File: config.mk
export PLATFORM = sky130hd
export DESIGN_NAME = cordic_rotate_sequencer
export DESIGN_NICKNAME = d
export VERILOG_FILES = /design/src/rtl/cordic_pkg.sv /design/src/rtl/cordic_input_standardizer.sv /design/src/rtl/cordic_rotate_sequencer.sv
export SDC_FILE = /design/constraint.sdc
export NUM_CORES = 1
export LEC_CHECK = 0
export ABC_AREA = 1
export ABC_CLOCK_PERIOD_IN_PS = 9300
export BUFFER_PORTS_ARGS = -buffer_cell sky130_fd_sc_hd__buf_2
export CAP_MARGIN = 30
export CORE_MARGIN = 5
export CORE_UTILIZATION = 45
export CTS_BUF_LIST = sky130_fd_sc_hd__clkbuf_8
export CTS_CLUSTER_SIZE = 24
export DETAILED_ROUTE_END_ITERATION = 12
export SYNTH_ARGS = -nofsm -noshare
export SYNTH_HDL_FRONTEND = slang
export SYNTH_SLANG_ARGS = --single-unit
export TNS_END_PERCENT = 50
File: constraint.sdc
create_clock -name clk -period 9.3 [get_ports clk]
set_input_delay 1.86 -clock clk [delete_from_list [all_inputs] [get_ports clk]]
set_output_delay 1.86 -clock clk [all_outputs]
set_load 0.01 [all_outputs]
File: src/rtl/cordic_pkg.sv
// Shared constants for the CORDIC rotation sequencer: angle scale, arctangent table, FSM states.
package cordic_pkg;

  localparam int FULL_TURN       = 32768;
  localparam int PI_HALF         = 8192;
  localparam int CORDIC_GAIN_Q15 = 53961;
  localparam int MAX_ITERS       = 16;

  // round(atan(2^-i) * FULL_TURN / (2*pi))
  localparam logic [15:0] ATAN_TABLE [MAX_ITERS] = '{
    16'd4096, 16'd2418, 16'd1278, 16'd649,
    16'd326,  16'd163,  16'd81,   16'd41,
    16'd20,   16'd10,   16'd5,    16'd3,
    16'd1,    16'd1,    16'd0,    16'd0
  };

  typedef enum logic [1:0] {
    IDLE = 2'd0,
    ITER = 2'd1,
    DONE = 2'd2
  } state_t;

endpackage

File: src/rtl/cordic_input_standardizer.sv
// Quadrant pre-rotation: turns (x, y) clockwise by q*90 deg so the residual angle lies in [0, pi/2).
module cordic_input_standardizer
  import cordic_pkg::*;
(
  input  logic signed [15:0] i_x,
  input  logic signed [15:0] i_y,
  input  logic        [15:0] i_theta,
  output logic signed [16:0] o_x,
  output logic signed [16:0] o_y,
  output logic        [12:0] o_theta,
  output logic        [1:0]  o_quad
);

  logic        [14:0] w_theta_wrapped;
  logic signed [16:0] w_x;
  logic signed [16:0] w_y;

  assign w_theta_wrapped = 15'(i_theta % 16'(FULL_TURN));
  assign o_quad          = w_theta_wrapped[14:13];
  assign o_theta         = w_theta_wrapped[12:0];

  // One extra bit so that negating -32768 cannot wrap.
  assign w_x = {i_x[15], i_x};
  assign w_y = {i_y[15], i_y};

  always_comb begin
    o_x = w_x;
    o_y = w_y;
    case (o_quad)
      2'd1: begin o_x = w_y;  o_y = -w_x; end
      2'd2: begin o_x = -w_x; o_y = -w_y; end
      2'd3: begin o_x = -w_y; o_y = w_x;  end
      default: ;
    endcase
  end

endmodule

File: src/rtl/cordic_rotate_sequencer.sv
// Iterative clockwise CORDIC rotation: one job per handshake, ITERS shift-add steps on a shared datapath.
//
// state | meaning
// IDLE  | in_ready high, waiting for a job
// ITER  | one micro-rotation per clock, r_iter = step index
// DONE  | result held on out_valid until the consumer takes it
module cordic_rotate_sequencer
  import cordic_pkg::*;
#(
  parameter int ITERS = 16,
  parameter int GUARD = 2,
  parameter int ZW    = 17
) (
  input  logic                    clk,
  input  logic                    rst,
  input  logic                    in_valid,
  output logic                    in_ready,
  input  logic signed [15:0]      x_in,
  input  logic signed [15:0]      y_in,
  input  logic        [15:0]      theta_in,
  output logic                    out_valid,
  input  logic                    out_ready,
  output logic signed [15+GUARD:0] x_out,
  output logic signed [15+GUARD:0] y_out,
  output logic        [1:0]       quad_out
);

  localparam int XW = 16 + GUARD;

  logic signed [16:0]   w_std_x;
  logic signed [16:0]   w_std_y;
  logic        [12:0]   w_std_theta;
  logic        [1:0]    w_std_quad;

  state_t               r_state;
  logic        [3:0]    r_iter;
  logic signed [XW-1:0] r_x;
  logic signed [XW-1:0] r_y;
  logic signed [ZW-1:0] r_z;
  logic                 r_in_ready;
  logic                 r_out_valid;
  logic signed [XW-1:0] r_x_out;
  logic signed [XW-1:0] r_y_out;
  logic        [1:0]    r_quad;

  logic signed [XW-1:0] w_x_shift;
  logic signed [XW-1:0] w_y_shift;
  logic signed [ZW-1:0] w_atan;
  logic                 w_dir;
  logic signed [XW-1:0] w_x_next;
  logic signed [XW-1:0] w_y_next;
  logic signed [ZW-1:0] w_z_next;

  cordic_input_standardizer u_std (
    .i_x     (x_in),
    .i_y     (y_in),
    .i_theta (theta_in),
    .o_x     (w_std_x),
    .o_y     (w_std_y),
    .o_theta (w_std_theta),
    .o_quad  (w_std_quad)
  );

  // Single micro-rotation stage; both updates use the pre-step x and y.
  assign w_x_shift = r_x >>> r_iter;
  assign w_y_shift = r_y >>> r_iter;
  assign w_atan    = $signed(ZW'(ATAN_TABLE[r_iter]));
  assign w_dir     = ~r_z[ZW-1];
  assign w_x_next  = w_dir ? (r_x + w_y_shift) : (r_x - w_y_shift);
  assign w_y_next  = w_dir ? (r_y - w_x_shift) : (r_y + w_x_shift);
  assign w_z_next  = w_dir ? (r_z - w_atan)    : (r_z + w_atan);

  always_ff @(posedge clk) begin
    if (rst) begin
      r_state     <= IDLE;
      r_iter      <= '0;
      r_x         <= '0;
      r_y         <= '0;
      r_z         <= '0;
      r_in_ready  <= 1'b1;
      r_out_valid <= 1'b0;
      r_x_out     <= '0;
      r_y_out     <= '0;
      r_quad      <= '0;
    end else begin
      case (r_state)
        IDLE: begin
          if (in_valid && r_in_ready) begin
            r_x        <= {{(XW-17){w_std_x[16]}}, w_std_x};
            r_y        <= {{(XW-17){w_std_y[16]}}, w_std_y};
            r_z        <= {{(ZW-13){1'b0}}, w_std_theta};
            r_quad     <= w_std_quad;
            r_iter     <= '0;
            r_in_ready <= 1'b0;
            r_state    <= ITER;
          end
        end
        ITER: begin
          r_x <= w_x_next;
          r_y <= w_y_next;
          r_z <= w_z_next;
          if (r_iter == 4'(ITERS - 1)) begin
            r_x_out     <= w_x_next;
            r_y_out     <= w_y_next;
            r_out_valid <= 1'b1;
            r_state     <= DONE;
          end else begin
            r_iter <= r_iter + 4'd1;
          end
        end
        DONE: begin
          // Return to IDLE only; the next job is taken on the following edge.
          if (out_ready) begin
            r_out_valid <= 1'b0;
            r_in_ready  <= 1'b1;
            r_state     <= IDLE;
          end
        end
        default: begin
          r_state     <= IDLE;
          r_in_ready  <= 1'b1;
          r_out_valid <= 1'b0;
        end
      endcase
    end
  end

  assign in_ready  = r_in_ready;
  assign out_valid = r_out_valid;
  assign x_out     = r_x_out;
  assign y_out     = r_y_out;
  assign quad_out  = r_quad;

endmodule

==> qor.yml <==
synthCells: 1766
tightest_slew_ps: 1050
finalSetupViolCount: 0
crit_path_frequent_cell: "nand2_1"
routed_wl_mm: 35.9
grt_pass1_vias: 10835
cts_root_buffer: "clkbuf_8"
powerDensity_mw_per_mm2: 304
holdPathStages: 2
crit_arrival_ps: 5550
regArea_mm2: 0.00198
synth_ff_type: "dfxtp_1"
mappedNetlistNets: 1884
finalHoldViolCount: 0
initial_core_util_pct: 45.6
syn2layout_area_growth_pct: 7.16
hold_buffers: 0
fin_total_pwr_uw: 3480
hpwl_mm: 27.6
grt_usage_pct: 26.7
multi_input_area_mm2: 0.00756
clk_pin_slew_worst_paths_ps: 120
synth.top_cells.by_count: "478 x nand2_1, 191 x nand3_1, 179 x inv_1"
async_reset_ff_share_pct: 0
yosys_warnings: 0
drc: 0
reg2reg_slack_ps: 4070
synthTopCellsByArea: "dfxtp_1 19%, nand2_1 17%, nand3_1 9.0%, ha_1 7.4%, inv_1 6.3%"
cts_resized: 0
path_class: "reg -> reg"
core_area_mm2: 0.0234
viasPerCell: 5.51
crit_required_ps: 9610
max_stage_delay_ps: 790
cts_tree: "done"
die_h_um: 164
worstRegToRegCells: 25
synth_top_area_share_pct: 18.6
synth_edf_count: 0
antenna_left: 0
post-route-min-period_ps: 5230
avgSynthCellArea_um2: 6.04
syn_area_mm2: 0.0107
drt_iter0_markers: 852
fmax_ghz: 0.191
antenna_found_initial: 0
post-route-period-util_pct: 56.3
clock-sinks: 99
first_pass_iters: 5
slowest_stage: "o311ai_0"
dieArea_mm2: 0.0269
grt_pass1_wl_mm: 57.5
p_leak_uw: 0.00594
outcome: "completed"
fp-row-count: 56
hold_path.class: "reg -> reg"
antenna_cells: 0
clk_latency_ps: 400
synth_seq_cells: 99
cp_max_fo: 42
ys_seq_area_share_pct: 18.6
htreeDepth: 3
yosysMostFrequentCell: "nand2_1"
peakVddDrop_v: 0.000143
critPathLaunchType: "flip-flop"
slew_headroom_pct: 29.6
gp_congestion: 0.942
final_nets: 1922
finClkSkew_ps: 26.9
die_w_um: 164
yosys.area.top_type: "dfxtp_1"
io_pins: 92
rsz0062_at_grt: "no"
num_vias: 11728
post-cts-setup-buffer-count: 0
grt_max_degree: 53
clockBufferDepth: 2
portBuffers: 90
ys_types: 59
grt-ovfl-total: 0
worstSetupEndpointType: "flip-flop"
detail_route.wl_per_cell_um: 16.9
final-max-slew-violation-count: 0
setup_tns_ps: 0
cts_buffers: 9
maxCapViolations: 0
drive_above_1_share_pct: 10.8
fill_cells: 2573
==> placed cells by master (no fill, tap or decap), drive strengths merged, types with 4 or more instances in the layout <==
master,count
or2,6
nand4,15
a31oi,30
o21ai,115
nor2,162
o22ai,15
dfxtp,99
xnor2,19
o21a,4
o31ai,6
clkbuf,9
ha,63
o221ai,17
nand2,493
xor2,65
inv,196
nand3,197
buf,106
a21oi,124
o211ai,23
nor3,16
nand3b,5
==> routing by layer <==
layer	track usage (%)	wire length, µm
met1	39.0	17400
met4	6.21	639
met5	0	0
met2	42.3	15900
met3	3.04	1970
==> critical path, delay by kind of cell (launching register included) <==
kind	cells	cell delay, ps
compound gates	1	790
simple gates	17	2480
buf+inv	5	960
flops	1	330
fa+ha+maj	2	560
==> power by group <==
part | internal [µW] | switching (µW) | total, µW
combinational | 876 | 1730 | 2610
sequential | 494 | 98.3 | 593
clock | 99.7 | 179 | 278
total | 1470 | 2010 | 3480
==> final cells by class <==
class | count | area share (%)
tap | 319 | 3.49
clock inverter | 7 | 0.449
clock buffer | 9 | 1.08
timing repair buffer | 106 | 5.16
sequential | 99 | 17.3
inverter | 193 | 6.38
multi-input combinational | 1395 | 66.1
==> flip-flops by register name, indices dropped and copies added, names as in the netlist, 2 cells and up <==
register / cells
quad_out: 2
r_iter: 4
r_state: 2
r_x: 18
r_y: 18
r_z: 17
x_out: 18
y_out: 18
==> metrics by stage <==
stage | std cells | setup slack (ps) | utilization, % | hold slack (ps) | area (µm²)
after floorplan | 1766 | 5680 | - | 450 | 10700
after global placement | 2111 | 4190 | 48.0 | 448 | 11200
after detailed placement | 2112 | 4200 | 48.1 | 453 | 11300
after CTS | 2128 | 4180 | 48.9 | 473 | 11400
after global routing | 2128 | 3820 | 48.9 | 488 | 11400
final | 2128 | 4070 | 48.9 | 471 | 11400
==> path summary, 6_finish.rpt <==
check,start,to
hold reg to reg,y_out[1],y_out[1]
setup reg to reg,r_iter[0],y_out[17]
hold / removal,y_out[1],y_out[1]
setup / recovery,r_iter[0],y_out[17]
==> cells by family (layout without fill, tap and decap cells) <==
| family | Yosys count | count (layout) | synth area share [%] |
|---|---|---|---|
| AOI/OAI and AO/OA | 347 | 347 | 19.1 |
| xor gates and xnor gates | 84 | 84 | 6.89 |
| adders and majority gates | 66 | 66 | 7.95 |
| buffers and inverters | 272 | 315 | 10.8 |
| DFF | 99 | 99 | 18.6 |
| and+or+nand+nor | 898 | 898 | 36.7 |
Note: power is estimated with default switching activity, not from simulation.
